`src/rtl/fitness_dispatch_pkg.sv`:
```
`default_nettype none
// ============================================================================
//  Module      : fitness_dispatch_pkg
//  Description : Shared defaults, FSM encoding and helpers for the fitness
//                dispatcher and the fitness evaluator it feeds.
//  Revision    : 1.0 - initial release
// ============================================================================
package fitness_dispatch_pkg;

   localparam int DEF_POP_SIZE          = 50;
   localparam int DEF_IDX_WIDTH         = 8;
   localparam int DEF_DATA_WIDTH        = 4;
   localparam int DEF_NUM_PARTICLE_TYPE = 3;
   localparam int DEF_LATTICE_LENGTH    = 11;
   localparam int DEF_PARTICLE_LENGTH   = 2;
   localparam int DEF_SELF_FIT_LENGTH   = 10;

   // Generation FSM encoding
   localparam int STATE_W = 3;
   typedef logic [STATE_W-1:0] state_t;
   localparam state_t ST_IDLE    = 3'd0;
   localparam state_t ST_LOAD_IE = 3'd1;
   localparam state_t ST_LOAD_SE = 3'd2;
   localparam state_t ST_ISSUE   = 3'd3;
   localparam state_t ST_DRAIN   = 3'd4;

   // Address width needed to index `depth` entries (at least one bit)
   function automatic int idx_aw(input int depth);
      return (depth > 1) ? $clog2(depth) : 1;
   endfunction

endpackage
`default_nettype wire

```
`src/rtl/fitness_dispatch_if.sv`:
```
`default_nettype none
// ============================================================================
//  Module      : fitness_dispatch_if
//  Description : Dispatcher <-> evaluator link: energy table streams,
//                individual issue and fitness writeback.
//  Revision    : 1.0 - initial release
// ============================================================================
interface fitness_dispatch_if
   import fitness_dispatch_pkg::*;
#(
   parameter int IDX_WIDTH         = DEF_IDX_WIDTH,
   parameter int DATA_WIDTH        = DEF_DATA_WIDTH,
   parameter int INDIVIDUAL_LENGTH = DEF_LATTICE_LENGTH*DEF_PARTICLE_LENGTH,
   parameter int SELF_FIT_LENGTH   = DEF_SELF_FIT_LENGTH
);
   logic [DATA_WIDTH-1:0]        self_energy_o;
   logic                         wrSelfEnergyValid_o;
   logic [DATA_WIDTH-1:0]        interact_energy_o;
   logic                         wrInteractEnergyValid_o;
   logic                         in_valid_o;
   logic [IDX_WIDTH-1:0]         ind_idx_o;
   logic [INDIVIDUAL_LENGTH-1:0] individual_vec_o;
   logic                         eval_valid_i;
   logic [SELF_FIT_LENGTH-1:0]   eval_energy_i;
   logic [IDX_WIDTH-1:0]         eval_idx_i;

   modport master (
      output self_energy_o, wrSelfEnergyValid_o,
      output interact_energy_o, wrInteractEnergyValid_o,
      output in_valid_o, ind_idx_o, individual_vec_o,
      input  eval_valid_i, eval_energy_i, eval_idx_i
   );

   modport slave (
      input  self_energy_o, wrSelfEnergyValid_o,
      input  interact_energy_o, wrInteractEnergyValid_o,
      input  in_valid_o, ind_idx_o, individual_vec_o,
      output eval_valid_i, eval_energy_i, eval_idx_i
   );
endinterface
`default_nettype wire

```
`src/rtl/fitness_dispatch_pop_mem.sv`:
```
`default_nettype none
// ============================================================================
//  Module      : pop_mem
//  Description : Population and fitness storage. Host write + issue read on
//                the population, evaluator write + host read on fitness.
//                Out-of-range indices are dropped on write, read back as 0.
//  Revision    : 1.0 - initial release
// ============================================================================
module pop_mem
   import fitness_dispatch_pkg::*;
#(
   parameter int POP_SIZE          = DEF_POP_SIZE,
   parameter int IDX_WIDTH         = DEF_IDX_WIDTH,
   parameter int INDIVIDUAL_LENGTH = DEF_LATTICE_LENGTH*DEF_PARTICLE_LENGTH,
   parameter int SELF_FIT_LENGTH   = DEF_SELF_FIT_LENGTH
) (
   input  wire logic                         clk_i,
   input  wire logic                         host_wr_en_i,
   input  wire logic [IDX_WIDTH-1:0]         host_wr_idx_i,
   input  wire logic [INDIVIDUAL_LENGTH-1:0] host_wr_vec_i,
   input  wire logic [IDX_WIDTH-1:0]         iss_rd_idx_i,
   output logic      [INDIVIDUAL_LENGTH-1:0] iss_rd_vec_o,
   input  wire logic                         fit_wr_en_i,
   input  wire logic [IDX_WIDTH-1:0]         fit_wr_idx_i,
   input  wire logic [SELF_FIT_LENGTH-1:0]   fit_wr_data_i,
   input  wire logic [IDX_WIDTH-1:0]         fit_rd_idx_i,
   output logic      [SELF_FIT_LENGTH-1:0]   fit_rd_data_o
);
   localparam int                   c_aw      = idx_aw(POP_SIZE);
   localparam logic [IDX_WIDTH-1:0] c_pop_cnt = IDX_WIDTH'(POP_SIZE);

   logic [INDIVIDUAL_LENGTH-1:0] pop_q [POP_SIZE];
   logic [SELF_FIT_LENGTH-1:0]   fit_q [POP_SIZE];

   logic w_host_ok;
   logic w_fit_ok;

   assign w_host_ok = host_wr_en_i && (host_wr_idx_i < c_pop_cnt);
   assign w_fit_ok  = fit_wr_en_i  && (fit_wr_idx_i  < c_pop_cnt);

   // Storage writes; contents are intentionally not reset
   always_ff @(posedge clk_i) begin
      if (w_host_ok) pop_q[host_wr_idx_i[c_aw-1:0]] <= host_wr_vec_i;
      if (w_fit_ok)  fit_q[fit_wr_idx_i[c_aw-1:0]]  <= fit_wr_data_i;
   end

   assign iss_rd_vec_o  = (iss_rd_idx_i < c_pop_cnt) ? pop_q[iss_rd_idx_i[c_aw-1:0]] : '0;
   assign fit_rd_data_o = (fit_rd_idx_i < c_pop_cnt) ? fit_q[fit_rd_idx_i[c_aw-1:0]] : '0;

endmodule
`default_nettype wire

```
`src/rtl/fitness_dispatch.sv`:
```
`default_nettype none
// ============================================================================
//  Module      : fitness_dispatch
//  Description : Runs one GA generation: streams the interaction and
//                self-energy tables to the evaluator, issues every individual,
//                collects fitness writebacks and tracks the best individual.
//  Revision    : 1.0 - initial release
// ============================================================================
module fitness_dispatch
   import fitness_dispatch_pkg::*;
#(
   parameter int POP_SIZE          = DEF_POP_SIZE,
   parameter int IDX_WIDTH         = DEF_IDX_WIDTH,
   parameter int DATA_WIDTH        = DEF_DATA_WIDTH,
   parameter int NUM_PARTICLE_TYPE = DEF_NUM_PARTICLE_TYPE,
   parameter int LATTICE_LENGTH    = DEF_LATTICE_LENGTH,
   parameter int PARTICLE_LENGTH   = DEF_PARTICLE_LENGTH,
   parameter int INDIVIDUAL_LENGTH = LATTICE_LENGTH*PARTICLE_LENGTH,
   parameter int SELF_FIT_LENGTH   = DEF_SELF_FIT_LENGTH
) (
   input  wire logic                                            clk_i,
   input  wire logic                                            rst_n,
   input  wire logic                                            start_i,
   input  wire logic [NUM_PARTICLE_TYPE*DATA_WIDTH-1:0]         cfg_se_i,
   input  wire logic [NUM_PARTICLE_TYPE*NUM_PARTICLE_TYPE*DATA_WIDTH-1:0] cfg_ie_i,
   input  wire logic                                            pop_wr_en_i,
   input  wire logic [IDX_WIDTH-1:0]                            pop_wr_idx_i,
   input  wire logic [INDIVIDUAL_LENGTH-1:0]                    pop_wr_vec_i,
   fitness_dispatch_if.master                                   ev,
   input  wire logic [IDX_WIDTH-1:0]                            fit_rd_idx_i,
   output logic      [SELF_FIT_LENGTH-1:0]                      fit_rd_data_o,
   output logic                                                 busy_o,
   output logic                                                 done_ff_o,
   output logic      [IDX_WIDTH-1:0]                            best_idx_ff_o,
   output logic      [SELF_FIT_LENGTH-1:0]                      best_energy_ff_o
);
   localparam int                   c_n_se     = NUM_PARTICLE_TYPE;
   localparam int                   c_n_ie     = NUM_PARTICLE_TYPE*NUM_PARTICLE_TYPE;
   localparam int                   c_se_aw    = idx_aw(c_n_se);
   localparam int                   c_ie_aw    = idx_aw(c_n_ie);
   localparam logic [IDX_WIDTH-1:0] c_pop_cnt  = IDX_WIDTH'(POP_SIZE);
   localparam logic [IDX_WIDTH-1:0] c_pop_last = IDX_WIDTH'(POP_SIZE-1);
   localparam logic [IDX_WIDTH-1:0] c_se_last  = IDX_WIDTH'(c_n_se-1);
   localparam logic [IDX_WIDTH-1:0] c_ie_last  = IDX_WIDTH'(c_n_ie-1);

   state_t                              state_q, state_d;
   logic [IDX_WIDTH-1:0]                cnt_q, cnt_d;
   logic [IDX_WIDTH-1:0]                wb_cnt_q, wb_cnt_d;
   logic [c_n_se*DATA_WIDTH-1:0]        se_tbl_q, se_tbl_d;
   logic [c_n_ie*DATA_WIDTH-1:0]        ie_tbl_q, ie_tbl_d;
   logic [IDX_WIDTH-1:0]                best_idx_q, best_idx_d;
   logic [SELF_FIT_LENGTH-1:0]          best_energy_q, best_energy_d;
   logic                                done_q, done_d;
   logic                                in_valid_q, in_valid_d;
   logic [IDX_WIDTH-1:0]                ind_idx_q, ind_idx_d;
   logic [INDIVIDUAL_LENGTH-1:0]        ivec_q, ivec_d;

   logic                                w_start;
   logic                                w_wb_ok;
   logic                                w_finish;
   logic [INDIVIDUAL_LENGTH-1:0]        w_rd_vec;
   logic [DATA_WIDTH-1:0]               w_se_arr [c_n_se];
   logic [DATA_WIDTH-1:0]               w_ie_arr [c_n_ie];
   logic [DATA_WIDTH-1:0]               w_se_data, w_ie_data;
   logic                                w_se_vld, w_ie_vld;

   assign w_start = start_i && (state_q == ST_IDLE);
   assign w_wb_ok = ev.eval_valid_i && (ev.eval_idx_i < c_pop_cnt);

   // Entry 0 sits at the MSBs of each latched table
   for (genvar k = 0; k < c_n_se; k++) begin : g_se_view
      assign w_se_arr[k] = se_tbl_q[(c_n_se-1-k)*DATA_WIDTH +: DATA_WIDTH];
   end
   for (genvar k = 0; k < c_n_ie; k++) begin : g_ie_view
      assign w_ie_arr[k] = ie_tbl_q[(c_n_ie-1-k)*DATA_WIDTH +: DATA_WIDTH];
   end

   pop_mem #(
      .POP_SIZE          (POP_SIZE),
      .IDX_WIDTH         (IDX_WIDTH),
      .INDIVIDUAL_LENGTH (INDIVIDUAL_LENGTH),
      .SELF_FIT_LENGTH   (SELF_FIT_LENGTH)
   ) u_pop_mem (
      .clk_i         (clk_i),
      .host_wr_en_i  (pop_wr_en_i && (state_q == ST_IDLE)),
      .host_wr_idx_i (pop_wr_idx_i),
      .host_wr_vec_i (pop_wr_vec_i),
      .iss_rd_idx_i  (cnt_q),
      .iss_rd_vec_o  (w_rd_vec),
      .fit_wr_en_i   (ev.eval_valid_i),
      .fit_wr_idx_i  (ev.eval_idx_i),
      .fit_wr_data_i (ev.eval_energy_i),
      .fit_rd_idx_i  (fit_rd_idx_i),
      .fit_rd_data_o (fit_rd_data_o)
   );

   // State and datapath registers
   always_ff @(posedge clk_i or negedge rst_n) begin
      if (!rst_n) begin
         state_q       <= ST_IDLE;
         cnt_q         <= '0;
         wb_cnt_q      <= '0;
         se_tbl_q      <= '0;
         ie_tbl_q      <= '0;
         best_idx_q    <= '0;
         best_energy_q <= '0;
         done_q        <= 1'b0;
         in_valid_q    <= 1'b0;
         ind_idx_q     <= '0;
         ivec_q        <= '0;
      end else begin
         state_q       <= state_d;
         cnt_q         <= cnt_d;
         wb_cnt_q      <= wb_cnt_d;
         se_tbl_q      <= se_tbl_d;
         ie_tbl_q      <= ie_tbl_d;
         best_idx_q    <= best_idx_d;
         best_energy_q <= best_energy_d;
         done_q        <= done_d;
         in_valid_q    <= in_valid_d;
         ind_idx_q     <= ind_idx_d;
         ivec_q        <= ivec_d;
      end
   end

   // Writeback bookkeeping: start clears first, a same-cycle writeback then counts
   always_comb begin
      wb_cnt_d      = w_start ? '0 : wb_cnt_q;
      best_energy_d = w_start ? '1 : best_energy_q;
      best_idx_d    = best_idx_q;
      se_tbl_d      = w_start ? cfg_se_i : se_tbl_q;
      ie_tbl_d      = w_start ? cfg_ie_i : ie_tbl_q;
      if (w_wb_ok) begin
         if (wb_cnt_d != c_pop_cnt) wb_cnt_d = wb_cnt_d + 1'b1;
         if (ev.eval_energy_i < best_energy_d) begin
            best_energy_d = ev.eval_energy_i;
            best_idx_d    = ev.eval_idx_i;
         end
      end
   end

   // Generation completes once issue is over and the final writeback lands
   assign w_finish = ((state_q == ST_DRAIN) ||
                      ((state_q == ST_ISSUE) && (cnt_q == c_pop_last))) &&
                     (wb_cnt_d == c_pop_cnt);

   // Next-state and phase counter
   always_comb begin
      state_d = state_q;
      cnt_d   = cnt_q;
      case (state_q)
         ST_IDLE: begin
            if (start_i) begin
               state_d = ST_LOAD_IE;
               cnt_d   = '0;
            end
         end
         ST_LOAD_IE: begin
            if (cnt_q == c_ie_last) begin
               state_d = ST_LOAD_SE;
               cnt_d   = '0;
            end else begin
               cnt_d = cnt_q + 1'b1;
            end
         end
         ST_LOAD_SE: begin
            if (cnt_q == c_se_last) begin
               state_d = ST_ISSUE;
               cnt_d   = '0;
            end else begin
               cnt_d = cnt_q + 1'b1;
            end
         end
         ST_ISSUE: begin
            if (cnt_q == c_pop_last) begin
               state_d = w_finish ? ST_IDLE : ST_DRAIN;
               cnt_d   = '0;
            end else begin
               cnt_d = cnt_q + 1'b1;
            end
         end
         ST_DRAIN: begin
            if (w_finish) state_d = ST_IDLE;
         end
         default: begin
            state_d = ST_IDLE;
            cnt_d   = '0;
         end
      endcase
   end

   // Phase outputs: table streams, registered issue port and done pulse
   always_comb begin
      w_ie_vld   = (state_q == ST_LOAD_IE);
      w_se_vld   = (state_q == ST_LOAD_SE);
      w_ie_data  = w_ie_vld ? w_ie_arr[cnt_q[c_ie_aw-1:0]] : '0;
      w_se_data  = w_se_vld ? w_se_arr[cnt_q[c_se_aw-1:0]] : '0;
      in_valid_d = (state_q == ST_ISSUE);
      ind_idx_d  = in_valid_d ? cnt_q : '0;
      ivec_d     = in_valid_d ? w_rd_vec : '0;
      done_d     = w_finish;
   end

   assign ev.interact_energy_o       = w_ie_data;
   assign ev.wrInteractEnergyValid_o = w_ie_vld;
   assign ev.self_energy_o           = w_se_data;
   assign ev.wrSelfEnergyValid_o     = w_se_vld;
   assign ev.in_valid_o              = in_valid_q;
   assign ev.ind_idx_o               = ind_idx_q;
   assign ev.individual_vec_o        = ivec_q;
   assign busy_o                     = (state_q != ST_IDLE);
   assign done_ff_o                  = done_q;
   assign best_idx_ff_o              = best_idx_q;
   assign best_energy_ff_o           = best_energy_q;

endmodule
`default_nettype wire

```
`src/flat_wrapper.sv`:
```
// flat-port wrapper written by rule: the top's interface ports become plain ports
module fitness_dispatch_flat import fitness_dispatch_pkg::*;
#(
   parameter int POP_SIZE          = DEF_POP_SIZE,
   parameter int IDX_WIDTH         = DEF_IDX_WIDTH,
   parameter int DATA_WIDTH        = DEF_DATA_WIDTH,
   parameter int NUM_PARTICLE_TYPE = DEF_NUM_PARTICLE_TYPE,
   parameter int LATTICE_LENGTH    = DEF_LATTICE_LENGTH,
   parameter int PARTICLE_LENGTH   = DEF_PARTICLE_LENGTH,
   parameter int INDIVIDUAL_LENGTH = LATTICE_LENGTH*PARTICLE_LENGTH,
   parameter int SELF_FIT_LENGTH   = DEF_SELF_FIT_LENGTH
)
  (clk_i, rst_n, start_i, cfg_se_i, cfg_ie_i, pop_wr_en_i, pop_wr_idx_i, pop_wr_vec_i, fit_rd_idx_i, fit_rd_data_o, busy_o, done_ff_o, best_idx_ff_o, best_energy_ff_o, ev_self_energy_o, ev_wrSelfEnergyValid_o, ev_interact_energy_o, ev_wrInteractEnergyValid_o, ev_in_valid_o, ev_ind_idx_o, ev_individual_vec_o, ev_eval_valid_i, ev_eval_energy_i, ev_eval_idx_i);
  fitness_dispatch_if #(.IDX_WIDTH(IDX_WIDTH), .DATA_WIDTH(DATA_WIDTH), .INDIVIDUAL_LENGTH(INDIVIDUAL_LENGTH), .SELF_FIT_LENGTH(SELF_FIT_LENGTH)) ev_i ();
  input  wire logic clk_i;
  input  wire logic rst_n;
  input  wire logic start_i;
  input  wire logic [NUM_PARTICLE_TYPE*DATA_WIDTH-1:0] cfg_se_i;
  input  wire logic [NUM_PARTICLE_TYPE*NUM_PARTICLE_TYPE*DATA_WIDTH-1:0] cfg_ie_i;
  input  wire logic pop_wr_en_i;
  input  wire logic [IDX_WIDTH-1:0] pop_wr_idx_i;
  input  wire logic [INDIVIDUAL_LENGTH-1:0] pop_wr_vec_i;
  input  wire logic [IDX_WIDTH-1:0] fit_rd_idx_i;
  output logic      [SELF_FIT_LENGTH-1:0] fit_rd_data_o;
  output logic busy_o;
  output logic done_ff_o;
  output logic      [IDX_WIDTH-1:0] best_idx_ff_o;
  output logic      [SELF_FIT_LENGTH-1:0] best_energy_ff_o;
  output wire logic [$bits(ev_i.self_energy_o)-1:0] ev_self_energy_o;
  output wire logic [$bits(ev_i.wrSelfEnergyValid_o)-1:0] ev_wrSelfEnergyValid_o;
  output wire logic [$bits(ev_i.interact_energy_o)-1:0] ev_interact_energy_o;
  output wire logic [$bits(ev_i.wrInteractEnergyValid_o)-1:0] ev_wrInteractEnergyValid_o;
  output wire logic [$bits(ev_i.in_valid_o)-1:0] ev_in_valid_o;
  output wire logic [$bits(ev_i.ind_idx_o)-1:0] ev_ind_idx_o;
  output wire logic [$bits(ev_i.individual_vec_o)-1:0] ev_individual_vec_o;
  input wire logic [$bits(ev_i.eval_valid_i)-1:0] ev_eval_valid_i;
  input wire logic [$bits(ev_i.eval_energy_i)-1:0] ev_eval_energy_i;
  input wire logic [$bits(ev_i.eval_idx_i)-1:0] ev_eval_idx_i;
  assign ev_self_energy_o = ev_i.self_energy_o;
  assign ev_wrSelfEnergyValid_o = ev_i.wrSelfEnergyValid_o;
  assign ev_interact_energy_o = ev_i.interact_energy_o;
  assign ev_wrInteractEnergyValid_o = ev_i.wrInteractEnergyValid_o;
  assign ev_in_valid_o = ev_i.in_valid_o;
  assign ev_ind_idx_o = ev_i.ind_idx_o;
  assign ev_individual_vec_o = ev_i.individual_vec_o;
  assign ev_i.eval_valid_i = ev_eval_valid_i;
  assign ev_i.eval_energy_i = ev_eval_energy_i;
  assign ev_i.eval_idx_i = ev_eval_idx_i;
  fitness_dispatch #(.POP_SIZE(POP_SIZE), .IDX_WIDTH(IDX_WIDTH), .DATA_WIDTH(DATA_WIDTH), .NUM_PARTICLE_TYPE(NUM_PARTICLE_TYPE), .LATTICE_LENGTH(LATTICE_LENGTH), .PARTICLE_LENGTH(PARTICLE_LENGTH), .INDIVIDUAL_LENGTH(INDIVIDUAL_LENGTH), .SELF_FIT_LENGTH(SELF_FIT_LENGTH)) u_core (.clk_i(clk_i), .rst_n(rst_n), .start_i(start_i), .cfg_se_i(cfg_se_i), .cfg_ie_i(cfg_ie_i), .pop_wr_en_i(pop_wr_en_i), .pop_wr_idx_i(pop_wr_idx_i), .pop_wr_vec_i(pop_wr_vec_i), .ev(ev_i), .fit_rd_idx_i(fit_rd_idx_i), .fit_rd_data_o(fit_rd_data_o), .busy_o(busy_o), .done_ff_o(done_ff_o), .best_idx_ff_o(best_idx_ff_o), .best_energy_ff_o(best_energy_ff_o));
endmodule
```
`config.mk`:
```
export PLATFORM = sky130hd
export DESIGN_NAME = fitness_dispatch_flat
export DESIGN_NICKNAME = d
export VERILOG_FILES = /design/src/rtl/fitness_dispatch_pkg.sv /design/src/rtl/fitness_dispatch_if.sv /design/src/rtl/fitness_dispatch_pop_mem.sv /design/src/rtl/fitness_dispatch.sv /design/src/flat_wrapper.sv
export SDC_FILE = /design/constraint.sdc
export NUM_CORES = 2
export LEC_CHECK = 0
export BUFFER_PORTS_ARGS = -buffer_cell sky130_fd_sc_hd__buf_4
export CORE_UTILIZATION = 45
export DETAILED_ROUTE_END_ITERATION = 6
export HOLD_SLACK_MARGIN = 0.05
export MAX_ROUTING_LAYER = met4
export PLACE_DENSITY = 0.66
export SLEW_MARGIN = 20
export SYNTH_ARGS = -nofsm -noshare
export SYNTH_HDL_FRONTEND = slang
export SYNTH_HIERARCHICAL = 1
export SYNTH_SLANG_ARGS = --single-unit
```
`constraint.sdc`:
```
create_clock -name clk_i -period 6.16 [get_ports clk_i]
set_input_delay 1.54 -clock clk_i [delete_from_list [all_inputs] [get_ports clk_i]]
set_output_delay 1.54 -clock clk_i [all_outputs]
set_load 0.01 [all_outputs]
```
Yosys cells after proc, flatten, opt, wreduce, memory -nomap -nowiden

Memory sizes are Yosys's and may differ from the RTL's.
Index checks and enable logic that the tools add are counted.

Flip-flop bits (word level): 117
Memory bits (writable): 1600
Input bits: 109
Output and inout bits: 71
Logic and storage cells: 85
Memories kept: 2

Add/subtract/negate cells: 2
Order comparisons: 7
Equality and inequality tests: 14
Muxes and demuxes: 34
Bitwise logic cells: 3
Reduce and logical (&&, ||, !) cells: 12

Memory list:

| memory                 | depth | width | read ports | clocked after memory_dff | write ports | RTL line                       | text |
|---|---|---|---|---|---|---|---|
| u_core.u_pop_mem.pop_q | 50    | 22    | 1          | 0                        | 1           | fitness_dispatch_pop_mem.sv:32 | `logic [INDIVIDUAL_LENGTH-1:0] pop_q [POP_SIZE];` |
| u_core.u_pop_mem.fit_q | 50    | 10    | 1          | 0                        | 1           | fitness_dispatch_pop_mem.sv:33 | `logic [SELF_FIT_LENGTH-1:0] fit_q [POP_SIZE];` |

Operators by type and width:

| operator            | count |
|---|---|
| $mux 8              | 8 |
| $mux 22             | 2 |
| $mux 10             | 4 |
| $pmux 8 s5          | 1 |
| $lt 8x6->1 const B  | 4 |
| $mux 4              | 6 |
| $mux 3              | 6 |
| $add 8x1->8 const B | 2 |
| $bmux 4 s4          | 1 |
| $eq 8x6->1 const B  | 2 |
| $pmux 3 s5          | 1 |
| $lt 10x10->1        | 1 |
| $bmux 4 s2          | 1 |
| $eq 8x2->1 const B  | 1 |
| $eq 8x4->1 const B  | 1 |
| $ne 8x6->1 const B  | 1 |
| $eq 3x2->1 const B  | 2 |
| $logic_and 1x1->1   | 6 |
| $ne 2x1->1 const B  | 3 |
| $ge 5x5->1 const B  | 1 |
| $not 4->5           | 1 |
| $reduce_and 5->1    | 1 |
| $mux 1              | 4 |
| $ne 2x2->1 const B  | 2 |
| 9 further kinds     | 10 |

Longest topological paths before layout

Depth after elaboration: 11
Depth in mapped cells: 12
Gate-level depth less buffers: 8

Modules after synthesis

The synthesis kept the hierarchy.

Modules (own cells, without submodules):

| module           | times used | cells an instance | area each (um^2) | sequential area each (um^2) |
|---|---|---|---|---|
| pop_mem          | 1          | 2828              | 61871.8          | 48046.1 |
| fitness_dispatch | 1          | 643               | 5977.0           | 2927.8 |

Worst setup path after synthesis

OpenSTA, ideal clock, no wires.

Kind: input port to output port
From: input port fit_rd_idx_i[0]
To: output port fit_rd_data_o[9]
Arrival time: 3176 ps
Required time: 4620 ps
Slack: 1444 ps
Stages on the path: 6
Buffers on the path: 2
Path through: buf_4 > buf_2 > mux4_2 > and3b_1 > a2111oi_0 > nor4_1

Word-level cells in the longest chain between the ends: 2
Elaborated cells on any way between the ends: 3
Classes of those cells: 1 x order compare; 1 x mux; 1 x memory

RTL lines:

| item                                               | RTL line                       | text |
|---|---|---|
| from (decl)                                        | flat_wrapper.sv:23             | `input wire logic [IDX_WIDTH-1:0] fit_rd_idx_i;` |
| $mem_v2 50x10 / $lt 8x6->1 (equally long branches) | n/a                            |  |
| $mux 10 (*)                                        | fitness_dispatch_pop_mem.sv:48 | `assign fit_rd_data_o = (fit_rd_idx_i < c_pop_cnt) ? fit_q[fit_rd_idx_i[c_aw-1:0]] : '0;` |
| to (decl)                                          | flat_wrapper.sv:24             | `output logic [SELF_FIT_LENGTH-1:0] fit_rd_data_o;` |

Mark *: on every way between the ends. The rest lies on a longest branch, timed or not.

Worst setup path after layout

From: input port fit_rd_idx_i[0]
To: output port fit_rd_data_o[4]

The elaborated chain is that of the path after synthesis.

==> flow_summary.rst <==
.. list-table::
   :header-rows: 1

   * - Metric
     - Value
   * - Status
     - completed
   * - Global-route met3 utilization
     - 0.0376
   * - MaxCap Viol Count
     - 0
   * - Synth area leaders
     - sky130_fd_sc_hd__edfxtp_1 71%, sky130_fd_sc_hd__mux4_2 10%, sky130_fd_sc_hd__dfrtp_1 4.3%
   * - Global-route met2 utilization
     - 0.333
   * - Hold Path Stages
     - 2
   * - Routed vias/inst
     - between 5 and 6
   * - Slew headroom
     - 0.137
   * - Std-Cell Core Area
     - 150000 µm²
   * - Part of the Yosys area used for sequential elements
     - 0.751
   * - Largest fanout on the critical path
     - 44
   * - Net count after synthesis
     - around 3600
   * - Worst min-delay path category
     - reg2reg
   * - Worst IR Drop VDD
     - a little under 0.4 mV
   * - Critical path required time
     - 4.62 ns
   * - Row Count
     - approximately 140
   * - Maximum number of pins on one net before global-route repair
     - 92
   * - Quantity of I/O buffers inserted on ports
     - about 180
   * - Hold path start
     - u_core/ie_tbl_q[25]$_DFFE_PN0P_
   * - Boundary pin count
     - between 150 and 200
   * - Synth warn
     - 6
   * - Total gr overflow
     - 0
   * - Number of levels in the clock H-tree
     - 4
   * - Destination of the worst register-to-register timing path
     - u_core/ev.individual_vec_o[4]$_DFF_PN0_
   * - Worst clock skew on the final layout
     - about 0.052 ns
   * - Data arrival time of the critical path
     - a little over 4 ns
   * - Nature of the critical path endpoint
     - output port
   * - Cells after Synth
     - around 3500
   * - Commonest register cell after synthesis
     - sky130_fd_sc_hd__edfxtp_1
   * - Type of element launching the critical path
     - input pin
   * - Synth top area share
     - 0.708
   * - Worst Hold Endpoint
     - u_core/ie_tbl_q[25]$_DFFE_PN0P_
   * - Vias in the first global route
     - 34400
   * - Unrepaired setup endpoints after global routing
     - no
   * - Clock root cell
     - sky130_fd_sc_hd__clkbuf_16
   * - R2R cell count
     - 6
   * - Post-synthesis area per instance
     - between 15 and 20 µm²
   * - Fmax
     - approximately 0.18 GHz
   * - Syn-to-layout area delta
     - 13.6%
   * - Initial Util
     - 0.453
   * - Number of gates given a new drive strength after cts
     - 0
   * - Commonest cells in the netlist
     - 1600 x sky130_fd_sc_hd__edfxtp_1, 312 x sky130_fd_sc_hd__mux4_2, 219 x sky130_fd_sc_hd__nand2_1
   * - Critical path class
     - in2out
   * - TritonCTS Buffers
     - ~170
   * - Power per Cell Area
     - around 380 nW/µm²
   * - Global-route usage over all layers
     - 0.222
   * - Layout filler cell count
     - ~12000
   * - Clock tree from TritonCTS
     - done
   * - Initial detailed-routing violation count
     - 3650
   * - Asr flop ratio synth
     - 0.0681
   * - Post-synthesis cell type count
     - 74
   * - Final Hold Fails
     - 0
   * - Clock input transition at the sequential cells of the worst setup and hold paths
     - about 0.060 ns
   * - Synth Cell Area
     - between 60000 and 70000 µm²
   * - Aggregate negative setup slack
     - 0 ns
   * - Relative contribution of combinational cells to total power
     - 0.201
   * - Grt peak-use layer
     - met2
   * - Clk pwr share
     - 0.339
   * - Design internal power
     - around 21000 µW
   * - Minimum period implied by the final worst setup slack
     - around 5.6 ns
   * - Layout Nets
     - approximately 3900
   * - Post-DP HPWL
     - between 90000 and 100000 µm
   * - Worst reg2reg setup slack
     - about 1.9 ns
   * - Chip Width
     - between 300 and 400 µm
   * - Global-route wire length before repair
     - about 240000 µm
   * - Most frequent cell after synthesis
     - sky130_fd_sc_hd__edfxtp_1
   * - Die footprint
     - around 150000 µm²
   * - Antenna violations before repair
     - 4
   * - Worst Tran Pin Value
     - about 1.3 ns
   * - Startpoint of the worst-slack reg-to-reg timing path
     - u_core/cnt_q[0]$_DFFE_PN0P_
   * - Clock net sink count
     - 1717
   * - Leakage power
     - approximately 0.025 µW
   * - Cell type contributing the most total cell area after synthesis
     - sky130_fd_sc_hd__edfxtp_1
   * - Cts hold-fix bufs
     - 0
   * - Via Count
     - around 35000
   * - Number of max-slew violations in the final report
     - 0
   * - # setup viols final
     - 0
   * - Post-route fraction of the period consumed by the critical path
     - 0.904
   * - Switching power share of the total
     - 0.277
   * - WL/cell
     - approximately 28 µm
   * - Grt met1 use
     - 0.317
   * - Final weighted congestion in routability-driven placement
     - between 0.8 and 0.9
   * - Ratio of cells with drive above 1 in the final layout
     - 0.270
   * - Total of flip-flops plus latches after synthesis
     - around 1700
   * - Largest buffer count on any clock path
     - 3
   * - Number of buffers added for setup after CTS
     - 0
   * - Final routed wirelength across all metal layers
     - around 160000 µm
   * - Drt drc
     - 0
   * - Number of synthesized flops with an enable pin
     - 1600
   * - Number of nets with antenna violations after routing
     - 0
   * - Die Y
     - between 300 and 400 µm
   * - Source-to-sink clock delay at the later pin of the worst-skew pair
     - 0.81 ns
   * - Power dissipated by switching net loads
     - 8080 µW
   * - Hold WS
     - between 0.4 and 0.5 ns
   * - Sequential share of power
     - 0.460
   * - Pre-antenna DRT Iters
     - 5
power by group through the flow:
stage / clock [µW] / sequential [µW] / combinational [µW]
global route: 10500 / 13500 / 6260
floorplan: 0 / 13500 / 4140
finish: 9880 / 13400 / 5870
global placement: 0 / 13600 / 5860
detailed placement: 0 / 13700 / 5890
CTS: 10100 / 13400 / 5920
area by class of cell:
cell class	count	area, µm²	area share
antenna	7	17.5	0.000227
clock buffer	221	4540	0.0589
clock inverter	94	823	0.0107
inverter	14	52.6	0.000682
multi-input combinational	1534	15900	0.206
sequential	1717	51000	0.661
tap	2016	2520	0.0327
timing repair buffer	293	2300	0.0298
layer usage:
layer,part of all wire,vias up
met3,0.079,243
met1,0.43,18600
met4,0.023,0
li1,-,14800
met5,0,-
met2,0.47,1568
through the flow:
| step | worst slack, ns | std cells | instance area, µm² | total power, µW | util |
|---|---|---|---|---|---|
| final | 0.593 | 5896 | 77100 | 29200 | 0.515 |
| after global routing | 0.434 | 5891 | 77100 | 30200 | 0.515 |
| after CTS | 0.584 | 5888 | 77000 | 29400 | 0.514 |
| after floorplan | 1.44 | 3471 | 67800 | 17600 | - |
| after detailed placement | 0.604 | 5573 | 71700 | 19500 | 0.479 |
| after global placement | 0.642 | 5573 | 71700 | 19500 | 0.479 |
flip-flops by register name, indices dropped and copies added, names as in the netlist:
name                        flops
u_core/done_ff_o                1
u_core/wb_cnt_q                 8
u_core/u_pop_mem/fit_q        500
u_core/ev.in_valid_o            1
u_core/ev.individual_vec_o     22
u_core/state_q                  3
u_core/best_idx_ff_o            8
u_core/u_pop_mem/pop_q       1100
u_core/best_energy_ff_o        10
u_core/cnt_q                    8
u_core/ev.ind_idx_o             8
u_core/ie_tbl_q                36
u_core/se_tbl_q                12
worst max-delay path by stage:
stage,to,from,cells after the start,slack (ns)
after floorplan,fit_rd_data_o[9],fit_rd_idx_i[0],6,1.44
after detailed placement,fit_rd_data_o[4],fit_rd_idx_i[0],8,0.60
after CTS,fit_rd_data_o[4],fit_rd_idx_i[0],8,0.58
after global placement,fit_rd_data_o[9],fit_rd_idx_i[2],7,0.64
final,fit_rd_data_o[4],fit_rd_idx_i[0],8,0.59
after global routing,fit_rd_data_o[4],fit_rd_idx_i[0],8,0.43
worst max-delay path, stage by stage:
cell and delay, ns:
sky130_fd_sc_hd__clkbuf_8 0.46, sky130_fd_sc_hd__buf_12 0.32, sky130_fd_sc_hd__mux4_2 0.55, sky130_fd_sc_hd__a211oi_1 0.37, sky130_fd_sc_hd__buf_4 0.19, sky130_fd_sc_hd__a22o_1 0.29, sky130_fd_sc_hd__nor3_1 0.08, sky130_fd_sc_hd__buf_4 0.15
placed cells by master, fill, tap and decap left out, drive strengths merged, types with 9 or more instances in the layout:
| master | netlist | layout |
|---|---|---|
| nand3b | 10 | 10 |
| mux4 | 312 | 312 |
| nand2 | 219 | 219 |
| mux2i | 179 | 179 |
| a21oi | 22 | 22 |
| o21ai | 32 | 32 |
| clkbuf | 88 | 223 |
| and3 | 12 | 12 |
| and2 | 37 | 37 |
| dfrtp | 117 | 117 |
| or3 | 15 | 15 |
| nand3 | 29 | 29 |
| edfxtp | 1600 | 1600 |
| clkinv | 0 | 82 |
| a22oi | 18 | 18 |
| a311oi | 12 | 12 |
| buf | 118 | 291 |
| a221oi | 71 | 71 |
| nor2b | 13 | 13 |
| mux2 | 116 | 116 |
| a211oi | 21 | 21 |
| a22o | 9 | 9 |
| nor2 | 172 | 172 |
| o211ai | 18 | 18 |
| o221ai | 68 | 68 |
| inv | 14 | 18 |
| o311ai | 15 | 15 |
| nor3 | 14 | 14 |
| nor4 | 23 | 23 |
| ha | 14 | 14 |
logic make-up (layout without fill, tap and decap cells):
family	Yosys count	in the layout	synth area share
compound gates	325	325	0.0384
xor+xnor	7	7	0.000904
fa+ha+maj	14	14	0.00258
buf+inv	220	622	0.0179
flops	1717	1717	0.751
mux	607	607	0.149
other cells	0	7	0
simple gates	581	581	0.0397
(Power assumes the default switching activity.)
